[src/rtl/frame_buffer_sched_if.sv]
// Frame-buffer scheduler bus: writer/reader events in, buffer roles out.
//
// Handshake: there is no valid/ready pair. wr_done and rd_req are single-cycle
// pulses from the master that are always accepted. Every rd_req is answered by
// an rd_ack pulse exactly one cycle later. rd_new is meaningful only while
// rd_ack is high. wr_buf/rd_buf and their bases are level outputs that change
// only on the edge that applies an event. dbg_* expose the internal third
// buffer and its pending flag so that checkers can observe the buffer roles.
interface frame_buffer_sched_if #(
    parameter int AW = 18
);
    logic          wr_done;
    logic          rd_req;
    logic [1:0]    wr_buf;
    logic [AW-1:0] wr_base;
    logic [1:0]    rd_buf;
    logic [AW-1:0] rd_base;
    logic          rd_ack;
    logic          rd_new;
    logic [7:0]    drop_cnt;
    logic [7:0]    rep_cnt;
    logic          dbg_pend_valid;
    logic [1:0]    dbg_third_buf;

    // The scheduler side
    modport slave (
        input  wr_done, rd_req,
        output wr_buf, wr_base, rd_buf, rd_base, rd_ack, rd_new,
        output drop_cnt, rep_cnt, dbg_pend_valid, dbg_third_buf
    );

    // The writer/reader side
    modport master (
        output wr_done, rd_req,
        input  wr_buf, wr_base, rd_buf, rd_base, rd_ack, rd_new,
        input  drop_cnt, rep_cnt, dbg_pend_valid, dbg_third_buf
    );
endinterface

[src/rtl/frame_buffer_sched.sv]
// Double/triple frame-buffer role scheduler. The module tracks which frame-store
// buffer the writer fills and which buffer the reader scans, and it counts
// dropped and repeated frames. When wr_done and rd_req arrive in the same cycle,
// the write completion is applied first and the read request sees the result.
module frame_buffer_sched #(
    parameter int WIDTH  = 320,
    parameter int HEIGHT = 240,
    parameter int AW     = $clog2(3*WIDTH*HEIGHT)
) (
    input  logic                 clk,
    input  logic                 reset_n,
    input  logic                 triple,
    frame_buffer_sched_if.slave  bus
);

    localparam logic [AW-1:0] BASE0 = '0;
    localparam logic [AW-1:0] BASE1 = AW'(WIDTH*HEIGHT);
    localparam logic [AW-1:0] BASE2 = AW'(2*WIDTH*HEIGHT);

    // Frame-store base address of a buffer index, computed at AW bits
    function automatic logic [AW-1:0] base_of(input logic [1:0] idx);
        case (idx)
            2'd0:    base_of = BASE0;
            2'd1:    base_of = BASE1;
            2'd2:    base_of = BASE2;
            default: base_of = BASE0;
        endcase
    endfunction

    // Mode capture: the mode is taken once, on the first edge after reset
    logic          latched_q, latched_d;
    logic          mode_q, mode_d;
    // Buffer roles
    logic [1:0]    wr_buf_q, wr_buf_d;
    logic [1:0]    rd_buf_q, rd_buf_d;
    logic [1:0]    pend_buf_q, pend_buf_d;
    logic [1:0]    free_buf_q, free_buf_d;
    logic          pend_valid_q, pend_valid_d;
    logic          fresh_q, fresh_d;
    // Registered outputs
    logic          rd_ack_q, rd_ack_d;
    logic          rd_new_q, rd_new_d;
    logic [7:0]    drop_cnt_q, drop_cnt_d;
    logic [7:0]    rep_cnt_q, rep_cnt_d;
    logic [AW-1:0] wr_base_q, wr_base_d;
    logic [AW-1:0] rd_base_q, rd_base_d;

    // Next-state: apply wr_done first, then rd_req on the updated roles
    always_comb begin
        latched_d    = 1'b1;
        mode_d       = latched_q ? mode_q : triple;
        wr_buf_d     = wr_buf_q;
        rd_buf_d     = rd_buf_q;
        pend_buf_d   = pend_buf_q;
        free_buf_d   = free_buf_q;
        pend_valid_d = pend_valid_q;
        fresh_d      = fresh_q;
        drop_cnt_d   = drop_cnt_q;
        rep_cnt_d    = rep_cnt_q;
        rd_ack_d     = bus.rd_req;
        rd_new_d     = 1'b0;

        // Writer finished a frame
        if (bus.wr_done) begin
            if (mode_d) begin
                if (!pend_valid_q) begin
                    // Completed frame becomes pending; writer moves to the free buffer
                    pend_buf_d   = wr_buf_q;
                    wr_buf_d     = free_buf_q;
                    free_buf_d   = pend_buf_q;
                    pend_valid_d = 1'b1;
                end else begin
                    // The older pending frame is overwritten without being read
                    pend_buf_d = wr_buf_q;
                    wr_buf_d   = pend_buf_q;
                    if (drop_cnt_q != 8'hFF) begin
                        drop_cnt_d = drop_cnt_q + 8'd1;
                    end
                end
            end else begin
                // Double buffering: writer and reader trade buffers
                wr_buf_d = rd_buf_q;
                rd_buf_d = wr_buf_q;
                fresh_d  = 1'b1;
            end
        end

        // Reader starts a frame; it sees the roles after any wr_done above
        if (bus.rd_req) begin
            if (mode_d) begin
                if (pend_valid_d) begin
                    free_buf_d   = rd_buf_d;
                    rd_buf_d     = pend_buf_d;
                    pend_valid_d = 1'b0;
                    rd_new_d     = 1'b1;
                end else if (rep_cnt_q != 8'hFF) begin
                    rep_cnt_d = rep_cnt_q + 8'd1;
                end
            end else begin
                rd_new_d = fresh_d;
                if (!fresh_d && rep_cnt_q != 8'hFF) begin
                    rep_cnt_d = rep_cnt_q + 8'd1;
                end
                fresh_d = 1'b0;
            end
        end

        wr_base_d = base_of(wr_buf_d);
        rd_base_d = base_of(rd_buf_d);
    end

    // State and output registers with asynchronous active-low reset
    always_ff @(posedge clk or negedge reset_n) begin
        if (!reset_n) begin
            latched_q    <= 1'b0;
            mode_q       <= 1'b0;
            wr_buf_q     <= 2'd0;
            rd_buf_q     <= 2'd1;
            pend_buf_q   <= 2'd2;
            free_buf_q   <= 2'd2;
            pend_valid_q <= 1'b0;
            fresh_q      <= 1'b0;
            rd_ack_q     <= 1'b0;
            rd_new_q     <= 1'b0;
            drop_cnt_q   <= 8'd0;
            rep_cnt_q    <= 8'd0;
            wr_base_q    <= BASE0;
            rd_base_q    <= BASE1;
        end else begin
            latched_q    <= latched_d;
            mode_q       <= mode_d;
            wr_buf_q     <= wr_buf_d;
            rd_buf_q     <= rd_buf_d;
            pend_buf_q   <= pend_buf_d;
            free_buf_q   <= free_buf_d;
            pend_valid_q <= pend_valid_d;
            fresh_q      <= fresh_d;
            rd_ack_q     <= rd_ack_d;
            rd_new_q     <= rd_new_d;
            drop_cnt_q   <= drop_cnt_d;
            rep_cnt_q    <= rep_cnt_d;
            wr_base_q    <= wr_base_d;
            rd_base_q    <= rd_base_d;
        end
    end

    // Drive the bus from registers only
    always_comb begin
        bus.wr_buf         = wr_buf_q;
        bus.wr_base        = wr_base_q;
        bus.rd_buf         = rd_buf_q;
        bus.rd_base        = rd_base_q;
        bus.rd_ack         = rd_ack_q;
        bus.rd_new         = rd_new_q;
        bus.drop_cnt       = drop_cnt_q;
        bus.rep_cnt        = rep_cnt_q;
        bus.dbg_pend_valid = pend_valid_q;
        bus.dbg_third_buf  = pend_valid_q ? pend_buf_q : free_buf_q;
    end

endmodule

[src/flat_wrapper.sv]
// flat-port wrapper written by rule: the top's interface ports become plain ports
module frame_buffer_sched_flat 
#(
    parameter int WIDTH  = 320,
    parameter int HEIGHT = 240,
    parameter int AW     = $clog2(3*WIDTH*HEIGHT)
)
  (clk, reset_n, triple, bus_wr_done, bus_rd_req, bus_wr_buf, bus_wr_base, bus_rd_buf, bus_rd_base, bus_rd_ack, bus_rd_new, bus_drop_cnt, bus_rep_cnt, bus_dbg_pend_valid, bus_dbg_third_buf);
  frame_buffer_sched_if #(.AW(AW)) bus_i ();
  input  logic clk;
  input  logic reset_n;
  input  logic triple;
  input wire logic [$bits(bus_i.wr_done)-1:0] bus_wr_done;
  input wire logic [$bits(bus_i.rd_req)-1:0] bus_rd_req;
  output wire logic [$bits(bus_i.wr_buf)-1:0] bus_wr_buf;
  output wire logic [$bits(bus_i.wr_base)-1:0] bus_wr_base;
  output wire logic [$bits(bus_i.rd_buf)-1:0] bus_rd_buf;
  output wire logic [$bits(bus_i.rd_base)-1:0] bus_rd_base;
  output wire logic [$bits(bus_i.rd_ack)-1:0] bus_rd_ack;
  output wire logic [$bits(bus_i.rd_new)-1:0] bus_rd_new;
  output wire logic [$bits(bus_i.drop_cnt)-1:0] bus_drop_cnt;
  output wire logic [$bits(bus_i.rep_cnt)-1:0] bus_rep_cnt;
  output wire logic [$bits(bus_i.dbg_pend_valid)-1:0] bus_dbg_pend_valid;
  output wire logic [$bits(bus_i.dbg_third_buf)-1:0] bus_dbg_third_buf;
  assign bus_i.wr_done = bus_wr_done;
  assign bus_i.rd_req = bus_rd_req;
  assign bus_wr_buf = bus_i.wr_buf;
  assign bus_wr_base = bus_i.wr_base;
  assign bus_rd_buf = bus_i.rd_buf;
  assign bus_rd_base = bus_i.rd_base;
  assign bus_rd_ack = bus_i.rd_ack;
  assign bus_rd_new = bus_i.rd_new;
  assign bus_drop_cnt = bus_i.drop_cnt;
  assign bus_rep_cnt = bus_i.rep_cnt;
  assign bus_dbg_pend_valid = bus_i.dbg_pend_valid;
  assign bus_dbg_third_buf = bus_i.dbg_third_buf;
  frame_buffer_sched #(.WIDTH(WIDTH), .HEIGHT(HEIGHT), .AW(AW)) u_core (.clk(clk), .reset_n(reset_n), .triple(triple), .bus(bus_i));
endmodule
[config.mk]
export PLATFORM = sky130hd
export DESIGN_NAME = frame_buffer_sched_flat
export DESIGN_NICKNAME = d
export VERILOG_FILES = /design/src/rtl/frame_buffer_sched_if.sv /design/src/rtl/frame_buffer_sched.sv /design/src/flat_wrapper.sv
export SDC_FILE = /design/constraint.sdc
export NUM_CORES = 1
export LEC_CHECK = 0
export BUFFER_PORTS_ARGS = -buffer_cell sky130_fd_sc_hd__buf_2
export CORE_UTILIZATION = 45
export CTS_CLUSTER_DIAMETER = 30
export DETAILED_ROUTE_END_ITERATION = 8
export PLACE_DENSITY = 0.76
export SLEW_MARGIN = 20
export SYNTH_ARGS = -nofsm -noshare
export SYNTH_HDL_FRONTEND = slang
export SYNTH_SLANG_ARGS = --single-unit
[constraint.sdc]
create_clock -name clk -period 1.8 [get_ports clk]
set_input_delay 0.27 -clock clk [delete_from_list [all_inputs] [get_ports clk]]
set_output_delay 0.27 -clock clk [all_outputs]
set_load 0.005 [all_outputs]
==> metrics, run 1 <==
number of flip-flops and latches in the synthesized netlist=36; design internal power=roughly 1.8 mW; post-DP HPWL=2430 um; placement-stage cell area=about 2200 sq um; diode count=0; number of buffers added by the clock tree synthesis step=5; antenna viol nets, final=0; number of global-route vias before repair=around 1.1k; Final Max Slew Viols=0; CTS Root Buffer Type=sky130_fd_sc_hd__clkbuf_8; portion of the clock cycle consumed by the worst path in the final layout=a little over nine tenths; share of total power consumed by net switching=33.1%; CP max FO=6; accumulated negative setup slack=0 ps; cell chain of the critical path=mux2i_4, nor2_2, or3b_4, o311a_4, ha_1, inv_1; core area=slightly above 4000 sq um; Min Clock Period, post-route=1780 ps; area fraction in and, or, nand and nor cells after synthesis=around 14%; post-synthesis cell type with the largest combined area=sky130_fd_sc_hd__dfrtp_1; number of optimization iterations in the first detailed-route pass=4; Cells after Synth=178; Fin Clk Skew=~7.6 ps; maximum level of the CTS H-tree=2; ratio of routed vias to standard cells=just under 5; global-route total usage across every layer=around 16%; Detailed Route Iter0 Violations=42; metal1 wirelength=1530 um; type of the setup path with the least slack=register to register; maximum capacitance violations=0; Static Leakage=roughly 1.2 nW; number of warnings reported in the yosys synthesis log=0; final core occ=a little under three fifths; via count=1,333; overall power of the completed layout=between 2 and 3 mW; capturing element type of the critical path=register; final weighted congestion in routability-driven placement=0.873; final non-filler cell total=about 280; Horiz. Die Dim=slightly below 70 um; global-route wire length before repair=approximately 5300 um; ports placed on the boundary=66; maximum number of pins on one net before global-route repair=37; Clk network pwr share=22.2%; synth-to-layout area growth=17.0%; number of setup violations in the final report=0; worst slew slack as a fraction of its limit=around two thirds; die height=67.9 um; met2 wirelength from detailed routing=around 1700 um; syn_area_per_cell=roughly 11 sq um; switching pwr=a little under 900 uW; share of synthesized area occupied by flip-flops and latches=approximately 46%; share of async-settable or async-resettable flops after synthesis=100%; length of routed met3 wiring=209 um; number of antenna violations at the first check in global routing=0; required time of the worst setup path=between 2000 and 2500 ps; Distinct cells, synth=39; combinational family with the most area after synthesis=simple AND/OR/NAND/NOR gates; multiplexer fraction of the synthesized cell area=11.6%; dpl cells=approximately 270; complex-gate fraction of the synthesized area=5.63%; ratio of cells with drive above 1 in the final layout=a little under two fifths; drc violations=0; clock buffer depth=2; count of endpoints failing hold in the final timing report=0; count of input and output buffers=43; arrival time at the worst endpoint=around 2000 ps; total power divided by cell area=between 1000 and 1500 nW/um^2; class of the most critical hold timing path=primary input to register; highest achievable clock rate=between 0.5 and 0.6 GHz; Std-Cell Rows=23; XOR/XNOR Fraction of Synth Area=between 4 and 5%; uppermost routed layer=met4; Worst-Skew Late Latency=between 200 and 300 ps; sum of overflow across all layers after global routing=0; clock-pin slew on the worst setup and hold paths=approximately 70 ps; starting utilization of the core area=47.9%; fraction of the mapped netlist area in adder cells=approximately 3.8%; worst hold slack across all endpoints=216 ps; result of the run=complete, no violations; mapped cell area=slightly below 2000 sq um; slowest cell delay on critical path=~420 ps; Comb power frac=a little under a third; largest cells by area after synthesis=sky130_fd_sc_hd__dfrtp_1 40%, sky130_fd_sc_hd__buf_4 12%, sky130_fd_sc_hd__dfstp_2 6.7%, sky130_fd_sc_hd__xor2_1 4.5%, sky130_fd_sc_hd__mux2i_1 4.1%; worst vdd ir=~0.64 mV; number of flops mapped to enable cells by yosys=0; clock tree from TritonCTS=built; Sinks on Clock Net=36; finished layout cell area=~2300 sq um; top cell types by occurrence after synthesis=31 x sky130_fd_sc_hd__buf_4, 31 x sky130_fd_sc_hd__dfrtp_1, 15 x sky130_fd_sc_hd__nand2_1; post-place setup slack=around 70 ps; Routed wire per std cell=12.5 um; Die Outline Area=about 4600 sq um; Most used DFF post-synth=sky130_fd_sc_hd__dfrtp_1; final critical-path setup slack=roughly 24 ps; part of the total power dissipated in sequential elements=a little under half; Slew @ Worst Pin=between 500 and 600 ps; RSZ-0062 raised after global routing=yes; Yosys top cell area share=between 30% and 40%; kind of start point of the critical path=register; wirelength, routed=approximately 3500 um; fin nets=237; slowest cell on the critical path=sky130_fd_sc_hd__or3b_4
layout make-up:
| type | count | area (sq um) |
|---|---|---|
| Tap cell | 50 | 62.6 |
| Sequential cell | 36 | 907 |
| Fill cell | 374 | 1800 |
| Timing Repair Buffer | 54 | 313 |
| Inverter | 5 | 21.3 |
| Multi-Input combinational cell | 124 | 895 |
| Clock buffer | 8 | 90.1 |
cell usage in the layout, fill, tap and decap left out, types with 6 or more instances in the layout:
cell type                  count
sky130_fd_sc_hd__mux2_2        6
sky130_fd_sc_hd__a21oi_1       6
sky130_fd_sc_hd__ha_1          6
sky130_fd_sc_hd__clkbuf_8      6
sky130_fd_sc_hd__buf_2        43
sky130_fd_sc_hd__nand2_1      14
sky130_fd_sc_hd__dfrtp_1      31
sky130_fd_sc_hd__xor2_1       10
sky130_fd_sc_hd__buf_4         9
sky130_fd_sc_hd__mux2i_1       7
sky130_fd_sc_hd__conb_1       23
sky130_fd_sc_hd__nor2_1        7
final timing paths:
check,end,slack [ps],cells past startpoint,start
min,u_core.bus.rd_ack$_DFF_PN0_,220,1,bus_rd_req
max in group asynchronous,u_core.bus.rd_base[11]$_DFF_PN1_,1080,3,reset_n
max reg2reg,u_core.bus.rd_base[11]$_DFF_PN1_,20,6,u_core.latched_q$_DFF_PN0_
min in group asynchronous,u_core.bus.wr_buf[0]$_DFF_PN0_,460,3,reset_n
max,u_core.bus.rd_base[11]$_DFF_PN1_,20,6,u_core.latched_q$_DFF_PN0_
min reg2reg,u_core.bus.rep_cnt[6]$_DFFE_PN0P_,490,1,u_core.bus.rep_cnt[6]$_DFFE_PN0P_
per-layer routing:
| layer | vias to the layer above | track usage [%] |
|---|---|---|
| met1 | 644 | 21.5 |
| met5 | - | 0 |
| li1 | 646 | - |
| met3 | 5 | 7.17 |
| met2 | 38 | 22.9 |
| met4 | 0 | 6.25 |
cell families after synthesis:
kind of cell | Yosys count
AND/OR/NAND/NOR | 50
buffers and inverters | 39
flip-flops | 36
XOR/XNOR | 10
multiplexers | 19
adder cells (fa/ha/maj) | 6
other | 2
AO/OA/AOI/OAI | 16
worst max-delay path: cells and delay by family (launching register included):
kind / cells / cell delay [ps]
buf+inv: 1 / 50
mux: 1 / 360
flops: 1 / 390
simple gates: 2 / 500
fa+ha+maj: 1 / 270
compound gates: 1 / 150
repair_timing:
action | in CTS | in global routing
gates resized for setup | 0 | 6
hold buffers | 1 | 0
hold endpoints to repair | 31 | 0
endpoints found under the setup margin | 0 | 1
buffers inserted | 0 | 1
registers in the layout (all words and copies together), names as in the netlist:
| name | cells |
|---|---|
| u_core.free_buf_q | 2 |
| u_core.mode_q | 1 |
| u_core.bus.rep_cnt | 8 |
| u_core.bus.wr_buf | 2 |
| u_core.pend_buf_q | 2 |
| u_core.bus.rd_new | 1 |
| u_core.bus.rd_base | 3 |
| u_core.latched_q | 1 |
| u_core.bus.wr_base | 3 |
| u_core.bus.rd_ack | 1 |
| u_core.fresh_q | 1 |
| u_core.bus.drop_cnt | 8 |
| u_core.bus.rd_buf | 2 |
| u_core.bus.dbg_pend_valid | 1 |
power groups by stage:
stage	clock [mW]	sequential, mW	combinational (mW)
global placement	0	1.28	0.756
detailed placement	0	1.28	0.765
CTS	0.603	1.27	0.778
finish	0.588	1.27	0.800
floorplan	0	1.26	0.487
global route	0.649	1.31	0.907
No activity file was read; power rests on OpenSTA's default activity.
==> inputs of run 2 (changes only) <==
Settings changed: CORE_MARGIN from default to 5, REMOVE_ABC_BUFFERS from default to 1.
==> run 2 against run 1 <==
  * Wire length increased by 8.6%
  * Die area grew 25%
  * Global-route usage shrank 3.1 points
  * Combinational power grew 4.2%
  * Total power up 2.1%
  * Clock-buffer cell count is the same
  * Largest cell class is now multi-input combinational cells
==> metrics, run 2 (synthesis results as in run 1) <==
number of setup violations in the final report=0 (unchanged); Fill cells=391 (was 374); Worst-Skew Late Latency=290 ps (about the same); RSZ-0062 raised after global routing=yes (unchanged); antenna viol nets, final=0 (unchanged); clock-pin slew on the worst setup and hold paths=70 ps (about the same); R2R depth=7 (was 6); Fin Clk Skew=11.5 ps (was 7.58 ps); global-route total usage across every layer=13.1% (was 16.2%); number of global-route vias before repair=1,330 (was 1,136); maximum number of pins on one net before global-route repair=20 (was 37); number of optimization iterations in the first detailed-route pass=4 (unchanged); launching instance or port of the critical path=u_core.latched_q$_DFF_PN0_ (unchanged); ratio of routed vias to standard cells=4.93 (was 4.81); Sinks on Clock Net=36 (unchanged); clock buffer depth=2 (unchanged); worst hold slack across all endpoints=196 ps (was 216 ps); total power divided by cell area=1160 nW/um^2 (about the same); sum of overflow across all layers after global routing=0 (unchanged); ratio of cells with drive above 1 in the final layout=39.5% (was 37.0%); CTS Root Buffer Type=sky130_fd_sc_hd__clkbuf_8 (unchanged); capturing element type of the critical path=register (unchanged); post-DP HPWL=2790 um (was 2430 um); number of instances on the worst hold path=1 (unchanged); Final Max Slew Viols=0 (unchanged); required time of the worst setup path=2030 ps (about the same); arrival time at the worst endpoint=1980 ps (was 2010 ps); Detailed Route Iter0 Violations=80 (was 42); diode count=0 (unchanged); final weighted congestion in routability-driven placement=0.771 (was 0.873); Min Clock Period, post-route=1750 ps (was 1780 ps); count of endpoints failing hold in the final timing report=0 (unchanged); result of the run=complete, no violations (unchanged); Die Outline Area=5760 sq um (was 4610 sq um); die height=75.9 um (was 67.9 um); core area=4290 sq um (was 4090 sq um); commonest cells after routing, fill and taps aside=43 x sky130_fd_sc_hd__buf_2, 31 x sky130_fd_sc_hd__dfrtp_1, 23 x sky130_fd_sc_hd__conb_1 (unchanged); number of antenna violations at the first check in global routing=0 (unchanged); count of input and output buffers=43 (unchanged); maximum capacitance violations=0 (unchanged); via count=1,381 (was 1,333); reg-to-reg critical path endpoint=u_core.bus.rd_base[11]$_DFF_PN1_ (unchanged); CP max FO=6 (unchanged); cell chain of the critical path=mux2i_4, buf_6, nand2_4, mux2i_2, mux2_4, ha_4, inv_2 (was mux2i_4, nor2_2, or3b_4, o311a_4, ha_1, inv_1); Min-Delay Endpoint=u_core.bus.rd_ack$_DFF_PN0_ (unchanged); kind of start point of the critical path=register (unchanged); slowest cell delay on critical path=380 ps (was 420 ps); maximum level of the CTS H-tree=2 (unchanged); global-route wire length before repair=6200 um (was 5260 um); drc violations=0 (unchanged); highest achievable clock rate=0.571 GHz (was 0.563 GHz); Static Leakage=1.18 nW (was 1.16 nW); Std-Cell Rows=24 (was 23); wirelength, routed=3750 um (was 3450 um); accumulated negative setup slack=0 ps (unchanged); Horiz. Die Dim=75.9 um (was 67.9 um); clock tree from TritonCTS=built (unchanged); ports placed on the boundary=66 (unchanged); class of the most critical hold timing path=primary input to register (unchanged); fin nets=238 (was 237); slowest cell on the critical path=sky130_fd_sc_hd__dfrtp_1 (was sky130_fd_sc_hd__or3b_4); portion of the clock cycle consumed by the worst path in the final layout=97.4% (was 98.6%); number of buffers added by the clock tree synthesis step=5 (unchanged); worst vdd ir=0.559 mV (was 0.635 mV); most common cell after layout, fill and taps aside=sky130_fd_sc_hd__buf_2 (unchanged); reg2reg start=u_core.latched_q$_DFF_PN0_ (unchanged); type of the setup path with the least slack=register to register (unchanged); synth-to-layout area growth=19.9% (was 17.0%); slack of the worst reg-to-reg path=50 ps (was 20 ps); launch instance of the worst min-delay path=bus_rd_req (unchanged); Routed wire per std cell=13.4 um (was 12.5 um); starting utilization of the core area=45.5% (was 47.9%)
run 2: repair_timing:
action / CTS / global route
gates resized for setup: 0 / 15
buffers inserted: 0 / 3
setup endpoints to repair: 0 / 4
endpoints found under the hold margin: 13 / 0
hold buffers: 1 / 0
run 2: final cells by class:
class	instances	area, sq um	area share [%]
clock buffers	8	100	4.27
inverters	5	21.3	0.907
repair buffers	55	324	13.8
multi-input cells	124	927	39.5
flip-flops and latches	36	907	38.7
well taps	52	65.1	2.77
run 2: routing by layer:
layer / vias up / wire length, um / GRT usage, %
li1: 651 / - / -
met1: 667 / 1580 / 16.2
met2: 56 / 1770 / 20.1
met3: 7 / 341 / 5.33
met4: 0 / 63 / 5.34
met5: - / 0 / 0
run 2: critical path: cells and delay by family, from the launching register on:
kind	cells	cell delay [ps]
simple gates	1	50
flops	1	380
buf+inv	2	180
mux	3	820
fa+ha+maj	1	260
run 2: metrics by stage:
step | utilization (%) | std cells | worst slack, ps | power, mW | area, sq um
2_1_floorplan | - | 165 | 22.1 | 1.65 | 1790
3_3_place_gp | 49.9 | 268 | 110 | 2.04 | 2140
3_5_place_dp | 49.9 | 268 | 38.5 | 2.08 | 2140
4_1_cts | 52.4 | 277 | 24.2 | 2.72 | 2250
5_1_grt | 54.6 | 280 | -20.1 | 2.90 | 2340
6_report | 54.6 | 280 | 47.6 | 2.71 | 2340
run 2: power breakdown:
group          internal [mW]  leakage, nW  switching [mW]
clock                  0.349       0.0515           0.279
sequential              1.05        0.441           0.202
combinational          0.421        0.685           0.413
run 2: worst max path at each step:
stage,endpoint,cells past startpoint
floorplan,u_core.bus.rd_base[11]$_DFF_PN1_,6
detailed placement,u_core.bus.rd_base[11]$_DFF_PN1_,7
global placement,u_core.bus.rd_base[11]$_DFF_PN1_,7
CTS,u_core.bus.rd_base[11]$_DFF_PN1_,7
finish,u_core.bus.rd_base[11]$_DFF_PN1_,7
global route,u_core.bus.rd_base[11]$_DFF_PN1_,7
==> inputs of run 3 (changes only) <==
Settings changed: GPL_TIMING_DRIVEN from default to 0, SKIP_CTS_REPAIR_TIMING from default to 1.
==> run 3 against run 2 <==
  * Clock skew decreased by 3.6 ps
  * Critical path type unchanged
  * Clock-buffer cell count is 2 lower
  * Cell area decreased by 5.7%
==> metrics, run 3 (synthesis results as in run 1) <==
Detailed Route Iter0 Violations=71 (was 80); arrival time at the worst endpoint=2020 ps (was 1980 ps); total power divided by cell area=1180 nW/um^2 (was 1160 nW/um^2); RSZ-0062 raised after global routing=yes (unchanged); drc violations=0 (unchanged); die height=75.9 um (unchanged); clock-pin slew on the worst setup and hold paths=70 ps (about the same); final weighted congestion in routability-driven placement=0.785 (was 0.771); post-place setup slack=-177 ps (was 38.5 ps); CTS Root Buffer Type=sky130_fd_sc_hd__clkbuf_8 (unchanged); worst slew slack as a fraction of its limit=between 40 and 50%; antenna viol nets, final=0 (unchanged); via count=1,347 (was 1,381); count of endpoints failing hold in the final timing report=0 (unchanged); metal1 wirelength=1490 um (was 1580 um); Sinks on Clock Net=36 (unchanged); Fill cells=408 (was 391); Routed wire per std cell=12.8 um (was 13.4 um); number of setup violations in the final report=0 (unchanged); number of buffers added by the clock tree synthesis step=5 (unchanged); R2R depth=7 (unchanged); Final Max Slew Viols=0 (unchanged); Die Outline Area=5760 sq um (unchanged); number of optimization iterations in the first detailed-route pass=4 (unchanged); post-DP HPWL=2500 um (was 2790 um); maximum level of the CTS H-tree=2 (unchanged); slack of the worst reg-to-reg path=6 ps (was 50 ps); ports placed on the boundary=66 (unchanged); length of routed met3 wiring=284 um (was 341 um); kind of start point of the critical path=register (unchanged); number of global-route vias before repair=1,277 (was 1,330); portion of the clock cycle consumed by the worst path in the final layout=99.7% (was 97.4%); diode count=0 (unchanged); count of input and output buffers=43 (unchanged); final critical-path setup slack=5.85 ps (was 47.6 ps); most common cell after layout, fill and taps aside=sky130_fd_sc_hd__buf_2 (unchanged); highest achievable clock rate=0.557 GHz (was 0.571 GHz); Slew @ Worst Pin=796 ps; accumulated negative setup slack=0 ps (unchanged); sum of overflow across all layers after global routing=0 (unchanged); global-route wire length before repair=5930 um (was 6200 um); clock buffer depth=2 (unchanged); maximum number of pins on one net before global-route repair=37 (was 20); worst vdd ir=0.679 mV (was 0.559 mV); wirelength, routed=3500 um (was 3750 um); capturing element type of the critical path=register (unchanged); number of antenna violations at the first check in global routing=0 (unchanged); Static Leakage=1.13 nW (was 1.18 nW); commonest cells after routing, fill and taps aside=43 x sky130_fd_sc_hd__buf_2, 30 x sky130_fd_sc_hd__dfrtp_1, 23 x sky130_fd_sc_hd__conb_1 (was 43 x sky130_fd_sc_hd__buf_2, 31 x sky130_fd_sc_hd__dfrtp_1, 23 x sky130_fd_sc_hd__conb_1); reg-to-reg critical path endpoint=u_core.bus.rd_base[11]$_DFF_PN1_ (unchanged); ratio of cells with drive above 1 in the final layout=35.7% (was 39.5%); uppermost routed layer=met4 (unchanged); synth-to-layout area growth=13.1% (was 19.9%); Horiz. Die Dim=75.9 um (unchanged); type of the setup path with the least slack=register to register (unchanged); clock tree from TritonCTS=built (unchanged); Worst-Skew Late Latency=280 ps (was 290 ps); starting utilization of the core area=45.5% (unchanged); required time of the worst setup path=2030 ps (about the same); fin nets=231 (was 238); class of the most critical hold timing path=primary input to async pin (was primary input to register); ratio of routed vias to standard cells=4.93 (about the same); Std-Cell Rows=24 (unchanged); Min Clock Period, post-route=1790 ps (was 1750 ps); core area=4290 sq um (unchanged); result of the run=complete, no violations (unchanged); met2 wirelength from detailed routing=1680 um (was 1770 um); Fin Clk Skew=7.84 ps (was 11.5 ps); reg2reg start=u_core.latched_q$_DFF_PN0_ (unchanged); CP max FO=11 (was 6); maximum capacitance violations=0 (unchanged); global-route total usage across every layer=12.4% (was 13.1%)
run 3: how the worst max path moves through the flow:
| stage | end | slack [ps] | start |
|---|---|---|---|
| 6_report | u_core.bus.rd_base[11]$_DFF_PN1_ | 6 | u_core.latched_q$_DFF_PN0_ |
| 5_1_grt | u_core.bus.rd_base[11]$_DFF_PN1_ | -70 | u_core.latched_q$_DFF_PN0_ |
| 4_1_cts | u_core.bus.rd_base[11]$_DFF_PN1_ | -180 | u_core.latched_q$_DFF_PN0_ |
| 3_5_place_dp | u_core.bus.rd_base[11]$_DFF_PN1_ | -180 | u_core.latched_q$_DFF_PN0_ |
| 3_3_place_gp | u_core.bus.rd_base[11]$_DFF_PN1_ | -140 | u_core.latched_q$_DFF_PN0_ |
| 2_1_floorplan | u_core.bus.rd_base[11]$_DFF_PN1_ | 20 | u_core.latched_q$_DFF_PN0_ |
run 3: final cells by class:
type / count / area (sq um) / share of cell area [%]
Inverter: 5 / 18.8 / 0.849
Multi-Input combinational cell: 124 / 873 / 39.5
Sequential cell: 36 / 908 / 41.1
Timing Repair Buffer: 48 / 253 / 11.4
Tap cell: 52 / 65.1 / 2.94
Clock buffer: 6 / 82.6 / 3.74
Clock inverter: 2 / 10.0 / 0.453
run 3: critical path, cell delays in order, from the launching register on:
cell and delay (ps):
sky130_fd_sc_hd__dfrtp_1 380, sky130_fd_sc_hd__mux2i_4 320, sky130_fd_sc_hd__inv_2 160, sky130_fd_sc_hd__nand2_1 160, sky130_fd_sc_hd__mux2i_2 260, sky130_fd_sc_hd__mux2_2 190
sky130_fd_sc_hd__ha_1 220, sky130_fd_sc_hd__inv_1 50
run 3: power breakdown:
part           internal (mW)  leakage [nW]  switching (mW)  total (mW)
Combinational          0.379         0.642           0.361       0.739
Clock                  0.305        0.0510           0.283       0.588
Sequential              1.05         0.440           0.233        1.28
Total                   1.73          1.13           0.876        2.61
run 3: stage by stage:
stage / hold slack, ps / area [sq um] / std cells / util (%) / power, mW
floorplan: -25.6 / 1790 / 165 / - / 1.65
global placement: 408 / 2070 / 260 / 48.2 / 1.99
detailed placement: 406 / 2070 / 260 / 48.2 / 2.02
CTS: 96.3 / 2160 / 268 / 50.3 / 2.62
global route: 147 / 2210 / 273 / 51.5 / 2.81
finish: 75.0 / 2210 / 273 / 51.5 / 2.61
run 3: layer usage:
layer / track usage, % / vias up
met5: 0 / -
met4: 5.34 / 0
met3: 3.67 / 4
met2: 19.8 / 47
met1: 15.4 / 655
li1: - / 641
